===== src/rtl/lsu_pkg.sv =====
// Shared load/store unit types: funct3 codes, FSM states, latched request, size and legality decode.
package lsu_pkg;

  typedef enum logic [2:0] {
    F3_B  = 3'b000,
    F3_H  = 3'b001,
    F3_W  = 3'b010,
    F3_BU = 3'b100,
    F3_HU = 3'b101
  } funct3_e;

  typedef enum logic [2:0] {
    ST_IDLE,
    ST_REQ0,
    ST_WAIT0,
    ST_REQ1,
    ST_WAIT1,
    ST_RESP
  } state_e;

  typedef struct packed {
    logic        we;
    logic [2:0]  funct3;
    logic [1:0]  offset;
    logic [31:0] wdata;
    logic        split;
    logic        err;
  } req_t;

  function automatic logic [2:0] size_bytes(input logic [2:0] funct3);
    case (funct3[1:0])
      2'b00:   size_bytes = 3'd1;
      2'b01:   size_bytes = 3'd2;
      default: size_bytes = 3'd4;
    endcase
  endfunction

  function automatic logic funct3_legal(input logic we, input logic [2:0] funct3);
    if (we)
      funct3_legal = (funct3 == F3_B) || (funct3 == F3_H) || (funct3 == F3_W);
    else
      funct3_legal = (funct3 == F3_B) || (funct3 == F3_H) || (funct3 == F3_W) ||
                     (funct3 == F3_BU) || (funct3 == F3_HU);
  endfunction

endpackage


===== src/rtl/lsu_align.sv =====
// Combinational lane steering: store shift/strobes for two beats, load gather and sign/zero extend.
// Zero latency; no handshake, consumed by the load_store_unit FSM.
module lsu_align
  import lsu_pkg::*;
(
  input  logic [2:0]  funct3,
  input  logic [1:0]  offset,
  input  logic [31:0] st_data,
  output logic [31:0] st_wdata0,
  output logic [31:0] st_wdata1,
  output logic [3:0]  st_wstrb0,
  output logic [3:0]  st_wstrb1,
  input  logic [31:0] ld_word0,
  input  logic [23:0] ld_word1,
  output logic [31:0] ld_data
);

  logic [3:0]  size_mask;
  logic [7:0]  strb_wide;
  logic [31:0] gathered;
  logic        sign;

  always_comb begin
    case (size_bytes(funct3))
      3'd1:    size_mask = 4'b0001;
      3'd2:    size_mask = 4'b0011;
      default: size_mask = 4'b1111;
    endcase
    strb_wide = {4'b0000, size_mask} << offset;
    st_wstrb0 = strb_wide[3:0];
    st_wstrb1 = strb_wide[7:4];
  end

  // Beat 1 only ever carries bytes that spilled past lane 3, so its top byte is never used.
  always_comb begin
    case (offset)
      2'd0: begin
        st_wdata0 = st_data;
        st_wdata1 = 32'h0;
        gathered  = ld_word0;
      end
      2'd1: begin
        st_wdata0 = {st_data[23:0], 8'h00};
        st_wdata1 = {24'h0, st_data[31:24]};
        gathered  = {ld_word1[7:0], ld_word0[31:8]};
      end
      2'd2: begin
        st_wdata0 = {st_data[15:0], 16'h0000};
        st_wdata1 = {16'h0, st_data[31:16]};
        gathered  = {ld_word1[15:0], ld_word0[31:16]};
      end
      default: begin
        st_wdata0 = {st_data[7:0], 24'h0};
        st_wdata1 = {8'h0, st_data[31:8]};
        gathered  = {ld_word1[23:0], ld_word0[31:24]};
      end
    endcase
  end

  always_comb begin
    sign    = 1'b0;
    ld_data = gathered;
    case (funct3[1:0])
      2'b00: begin
        sign    = ~funct3[2] & gathered[7];
        ld_data = {{24{sign}}, gathered[7:0]};
      end
      2'b01: begin
        sign    = ~funct3[2] & gathered[15];
        ld_data = {{16{sign}}, gathered[15:0]};
      end
      default: ld_data = gathered;
    endcase
  end

endmodule


===== src/rtl/load_store_unit.sv =====
// Handshaked RISC-V load/store unit; 3 cycles accept-to-response best case, +2 when split, 1 on error.
// Accepts only in IDLE; mem_* hold stable until mem_gnt; one memory beat outstanding at a time.
module load_store_unit
  import lsu_pkg::*;
#(
  parameter int ADDR_W        = 32,
  parameter bit MISALIGNED_EN = 1'b1
) (
  input  logic              clk,
  input  logic              Reset,
  input  logic              req_valid,
  output logic              req_ready,
  input  logic              req_we,
  input  logic [2:0]        req_funct3,
  input  logic [ADDR_W-1:0] req_addr,
  input  logic [31:0]       req_wdata,
  output logic              resp_valid,
  output logic [31:0]       resp_rdata,
  output logic              resp_err,
  output logic              mem_req,
  output logic              mem_we,
  output logic [ADDR_W-1:0] mem_addr,
  output logic [31:0]       mem_wdata,
  output logic [3:0]        mem_wstrb,
  input  logic              mem_gnt,
  input  logic              mem_rvalid,
  input  logic [31:0]       mem_rdata
);

  localparam int WA_W = ADDR_W - 2;

  state_e          state_q, state_d;
  req_t            req_q;
  logic [WA_W-1:0] word_q;
  logic [31:0]     rdata0_q, rdata_q;

  logic        accept, crossing, acc_err, last_beat_done;
  logic [31:0] wdata0, wdata1, ld_word0, ld_data;
  logic [3:0]  wstrb0, wstrb1;

  assign accept         = req_valid && req_ready;
  assign crossing       = ({1'b0, req_addr[1:0]} + size_bytes(req_funct3)) > 3'd4;
  assign acc_err        = !funct3_legal(req_we, req_funct3) || (crossing && !MISALIGNED_EN);
  assign ld_word0       = (state_q == ST_WAIT1) ? rdata0_q : mem_rdata;
  assign last_beat_done = mem_rvalid &&
                          (((state_q == ST_WAIT0) && !req_q.split) || (state_q == ST_WAIT1));

  lsu_align u_align (
    .funct3    (req_q.funct3),
    .offset    (req_q.offset),
    .st_data   (req_q.wdata),
    .st_wdata0 (wdata0),
    .st_wdata1 (wdata1),
    .st_wstrb0 (wstrb0),
    .st_wstrb1 (wstrb1),
    .ld_word0  (ld_word0),
    .ld_word1  (mem_rdata[23:0]),
    .ld_data   (ld_data)
  );

  always_ff @(posedge clk) begin
    if (Reset) begin
      state_q  <= ST_IDLE;
      req_q    <= '0;
      word_q   <= '0;
      rdata0_q <= '0;
      rdata_q  <= '0;
    end else begin
      state_q <= state_d;
      if (accept) begin
        req_q <= '{we: req_we, funct3: req_funct3, offset: req_addr[1:0],
                   wdata: req_wdata, split: crossing, err: acc_err};
        word_q  <= req_addr[ADDR_W-1:2];
        rdata_q <= '0;
      end
      if ((state_q == ST_WAIT0) && mem_rvalid) rdata0_q <= mem_rdata;
      // Stores and errors leave rdata_q at zero from the accept clear.
      if (last_beat_done && !req_q.we) rdata_q <= ld_data;
    end
  end

  always_comb begin
    state_d    = state_q;
    req_ready  = 1'b0;
    resp_valid = 1'b0;
    resp_err   = 1'b0;
    resp_rdata = '0;
    mem_req    = 1'b0;
    mem_we     = 1'b0;
    mem_addr   = '0;
    mem_wdata  = '0;
    mem_wstrb  = '0;
    case (state_q)
      ST_IDLE: begin
        req_ready = 1'b1;
        if (req_valid) state_d = acc_err ? ST_RESP : ST_REQ0;
      end
      ST_REQ0: begin
        mem_req   = 1'b1;
        mem_we    = req_q.we;
        mem_addr  = {word_q, 2'b00};
        mem_wdata = req_q.we ? wdata0 : 32'h0;
        mem_wstrb = req_q.we ? wstrb0 : 4'h0;
        if (mem_gnt) state_d = ST_WAIT0;
      end
      ST_WAIT0: begin
        if (mem_rvalid) state_d = req_q.split ? ST_REQ1 : ST_RESP;
      end
      ST_REQ1: begin
        mem_req   = 1'b1;
        mem_we    = req_q.we;
        mem_addr  = {word_q + WA_W'(1), 2'b00};
        mem_wdata = req_q.we ? wdata1 : 32'h0;
        mem_wstrb = req_q.we ? wstrb1 : 4'h0;
        if (mem_gnt) state_d = ST_WAIT1;
      end
      ST_WAIT1: begin
        if (mem_rvalid) state_d = ST_RESP;
      end
      ST_RESP: begin
        resp_valid = 1'b1;
        resp_err   = req_q.err;
        resp_rdata = rdata_q;
        state_d    = ST_IDLE;
      end
      default: state_d = ST_IDLE;
    endcase
  end

endmodule


===== config.mk =====
export PLATFORM = sky130hd
export DESIGN_NAME = load_store_unit
export DESIGN_NICKNAME = d
export VERILOG_FILES = /design/src/rtl/lsu_pkg.sv /design/src/rtl/lsu_align.sv /design/src/rtl/load_store_unit.sv
export SDC_FILE = /design/constraint.sdc
export NUM_CORES = 1
export LEC_CHECK = 0
export ABC_AREA = 1
export BUFFER_PORTS_ARGS = -buffer_cell sky130_fd_sc_hd__buf_2
export CORE_ASPECT_RATIO = 1.4
export CORE_MARGIN = 8
export CORE_UTILIZATION = 50
export DETAILED_ROUTE_END_ITERATION = 8
export PLACE_DENSITY = 0.78
export SLEW_MARGIN = 20
export SYNTH_ARGS = -nofsm -noshare
export SYNTH_HDL_FRONTEND = slang
export SYNTH_SLANG_ARGS = --single-unit

===== constraint.sdc =====
create_clock -name clk -period 1.6 [get_ports clk]
set_clock_uncertainty 0.1 [all_clocks]
set_input_delay 0 -clock clk [delete_from_list [all_inputs] [get_ports clk]]
set_output_delay 0 -clock clk [all_outputs]
set_load 0.1 [all_outputs]

==> impl_metrics.tcl, run 1 <==
set metrics [dict create \
    dp_hpwl_um 29400 \
    numCtsBuffers 17 \
    ctsHtreeMaxLevel 4 \
    post-cts-setup-buffers 55 \
    die_w_um 128 \
    gp_congestion 1.01 \
    cts_resized 427 \
    cts_sinks 137 \
    hold_buffers 103 \
    clock_path_buffers 2 \
    io_pins 210 \
    start_util 0.510 \
    status "did not finish" \
    async_reset_ff_frac 0 \
    yosys_warnings 0 \
    synth_area_um2 8840 \
    ys_seq_area_frac 0.310 \
    synth_cells 1377 \
    synth.distinct_cells 47 \
    dp.cells 1932 \
    syn_area_per_cell_um2 6.42 \
    synth-edff-count 0 \
    synth_flop_cell "dfxtp_1" \
    portBuffers 207 \
    ctsRootBufferMaster "clkbuf_16" \
    fp.dieH_um 173 \
    ys_ff_latch 137 \
    rows 57 \
    stop_error "[ERROR DPL-0038] Utilization greater than 100%, impossible to legalize" \
    failing_step "clock tree synthesis" \
]
-- kinds of logic after synthesis --
kind of cell | count (synthesis) | synth area share
AOI/OAI and AO/OA | 410 | 0.290
xor gates and xnor gates | 4 | 0.00396
adders and majority gates | 4 | 0.00651
buffers and inverters | 281 | 0.129
DFF | 137 | 0.310
other | 1 | 0.000424
and+or+nand+nor | 540 | 0.260
-- Yosys cell counts, types with 2 or more instances --
master    count  area [um^2]
o211ai_1      8         60.1
buf_6         4         45.0
o21ai_2       2         17.5
buf_4         5         37.5
o32ai_1       3         26.3
nand2_1     245          920
xor2_1        2         17.5
o22ai_1      23          144
o21bai_1      6         45.0
nor3b_1       2         15.0
buf_2        29          145
a211oi_1     84          631
nand4_1      20          125
o31ai_1       2         15.0
clkbuf_1     58          218
a21oi_1     114          571
o21a_1        2         15.0
a211oi_2     10          125
xnor2_1       2         17.5
nor2_4        5         56.3
clkinv_1      2         7.51
ha_1          3         37.5
o21ai_1       8         40.0
nor2_1      162          608
nand3_2       2         20.0
inv_2        12         45.0
a31oi_1       6         37.5
inv_1       170          638
o41ai_1       6         52.6
a22oi_1       3         22.5
o21ai_0     107          536
nor3_1       22          110
a221oi_1     10         87.6
dfxtp_1     137         2740
nand3_1      70          350
nor2_2        6         37.5
o221ai_1     13          114
nor4_1        3         18.8
-- per-stage QoR --
stage	setup WS (ns)	area, um^2
after detailed placement	-0.456	14200
after global placement	-0.403	14200
after floorplan	-1.58	10100
==> run 2: changes to the inputs <==
CORE_ASPECT_RATIO = default   (was 1.4)
CORE_UTILIZATION = 40   (was 50)
PLACE_DENSITY = default   (was 0.78)
PLACE_DENSITY_LB_ADDON = 0.15   (was default)
clock period = 2.1 ns   (was 1.6 ns; I/O delays follow)
==> impl_metrics.tcl, run 2 <==
set metrics [dict create \
    status "complete, but fails checks" \
    failed_checks "negative setup slack" \
    maxSlewHeadroom 0.624 \
    finalWorstSetupSlack_ns -0.356 \
    cts_tree "done" \
    cp-start-kind "register" \
    synth_area_um2 8840 \
    drt-total-wl_um 42500 \
    ys_seq_area_frac 0.310 \
    clock_path_buffers 2 \
    drive_above_1_share 0.383 \
    maxCapViolations 0 \
    drc 0 \
    die_area_um2 27100 \
    synth_top_area_share 0.310 \
    grt_max_degree 53 \
    setup_viol 69 \
    viasPerCell 5.71 \
    max_freq_mhz 407 \
    tightest_slew_ns 0.564 \
    synth_flop_cell "dfxtp_1" \
    critPathRequiredTime_ns 2.00 \
    critical_path_class "reg2out" \
    top_register "req_q" \
    fillers 1463 \
    synth_commonest_cells "245 x nand2_1, 170 x inv_1, 162 x nor2_1" \
    io_pins 210 \
    numCtsBuffers 17 \
    largest_reg_flops 40 \
    peakVddDrop_mv 0.672 \
    synth-edff-count 0 \
    cp-end-kind "output port" \
    final_antenna_net_count 0 \
    track_usage 0.289 \
    crit_arrival_ns 2.36 \
    wl_per_cell_um 20.7 \
    yosys.area.top_type "dfxtp_1" \
    core_um2 21800 \
    die_w_um 165 \
    slew_viol_final 0 \
    grt_pass1_wl_um 61700 \
    yosys_warnings 0 \
    start_util 0.406 \
    post-route-period-util 1.17 \
    final_util 0.767 \
    antenna_found_initial 1 \
    reg2reg_slack_ns -0.03 \
    worstRegToRegCells 10 \
    layout_commonest_cell "nand2_1" \
    rsz0062_at_grt "true" \
    clk_pin_slew_worst_paths_ns 0.06 \
    vias 11758 \
    ctsRootBufferMaster "clkbuf_16" \
    hold_viol_final 0 \
    postPlaceCellArea_um2 13100 \
    ctsHtreeMaxLevel 4 \
    synth.distinct_cells 47 \
    min_period_ns 2.46 \
    multi_input_area_um2 6940 \
    cts_sinks 137 \
    first_global_vias 11441 \
    async_reset_ff_frac 0 \
    nets 1873 \
    power_density_nw_per_um2 1160 \
    drt_first_pass_iters 6 \
    drtIter0Drc 1120 \
    p_leak_nw 6.50 \
    portBuffers 207 \
    area_growth_syn_to_layout_pct 88.6 \
    cp_max_fo 5 \
    holdPathStages 6 \
    dp_hpwl_um 27200 \
    seq_area_um2 2800 \
    synth.area.top_cells "dfxtp_1 31%, nand2_1 10%, inv_1 7.2%, a211oi_1 7.1%, nor2_1 6.9%" \
    synth_most_common_cell "nand2_1" \
    fp.dieH_um 165 \
    ys_ff_latch 137 \
    synth_cells 1377 \
    reg_top3 "req_q: 40 flops, rdata0_q: 32 flops, rdata_q: 32 flops" \
    stdcell_area_um2 16700 \
    pre_cts_ws_ns -0.0282 \
    gp_congestion 0.923 \
    gr-total-overflow 0 \
    layout_common_cells "219 x nand2_1, 158 x inv_1, 121 x buf_12, 115 x dfxtp_1, 114 x dlygate4sd3_1" \
    rows 54 \
    clock_latency_ns 0.43 \
    hold_path_class "in2reg" \
    syn_area_per_cell_um2 6.42 \
]
==> run 2: cell counts after synthesis <==
No cell type changed its count.
==> run 2: metrics by stage <==
stage	cells	hold WS (ns)	TNS [ns]	power (mW)
finish	2058	0.0706	-5.92	19.3
global route	2058	0.0825	-11.74	20.2
global placement	1852	0.156	0	13.5
floorplan	1378	0.0473	-48.68	10.4
CTS	2026	0.0499	-2.03	18.0
detailed placement	1852	0.163	-0.0282	13.6
==> run 2: layout make-up <==
type                       count  area share
clock inverter                13      0.0116
multi-input combinational    961       0.416
timing repair inverter         1    0.000300
timing repair buffer         462       0.312
antenna                        1    0.000150
inverter                     184      0.0448
sequential                   137       0.168
tap                          280      0.0210
clock buffer                  19      0.0266
==> run 2: final timing paths <==
path | from | to
worst max-delay path | word_q[1]$_SDFFE_PP0P_ | mem_addr[29]
worst min-delay path | req_valid | word_q[3]$_SDFFE_PP0P_
worst max register to register | state_q[1]$_SDFFE_PP0P_ | word_q[12]$_SDFFE_PP0P_
worst min register to register | rdata0_q[2]$_SDFFE_PP0P_ | rdata0_q[2]$_SDFFE_PP0P_
==> run 2: where the power goes <==
part	switching [mW]	internal [mW]	leakage (nW)
Combinational	7.74	4.19	5.06
Sequential	0.703	3.35	1.13
Clock	1.32	2.04	0.304
Total	9.76	9.57	6.50
==> run 2: kinds of logic after synthesis <==
kind of cell             Yosys count  synth area share
buffers and inverters            281             0.129
AO/OA/AOI/OAI                    410             0.290
AND/OR/NAND/NOR                  540             0.260
XOR/XNOR                           4           0.00396
adder cells (fa/ha/maj)            4           0.00651
flip-flops                       137             0.310
other                              1          0.000424
==> run 2: timing repair <==
item,CTS,global route
setup buffers,27,30
pin swaps,37,55
hold endpoints to repair,122,0
gates resized for setup,163,148
gates cloned,1,7
hold buffers,114,0
setup endpoints to repair,86,123
==> run 2: per-layer routing <==
metal	vias to the layer above	GRT usage	wire length, um
li1	5454	-	-
met1	5524	0.343	16400
met2	627	0.486	20800
met3	153	0.0536	3230
met4	0	0.156	2180
met5	-	0	0
==> run 2: worst max-delay path, cell delays in order (launching register included) <==
cell,delay [ns]
dfxtp_4,0.38
nand3_4,0.08
nor2_4,0.13
nand2_2,0.10
nor2_4,0.17
nand2_4,0.09
nor2_4,0.19
nand2_4,0.13
nor3_4,0.22
o21ai_2,0.10
nor2_4,0.14
buf_12,0.18
No activity file was read; power rests on OpenSTA's default activity.
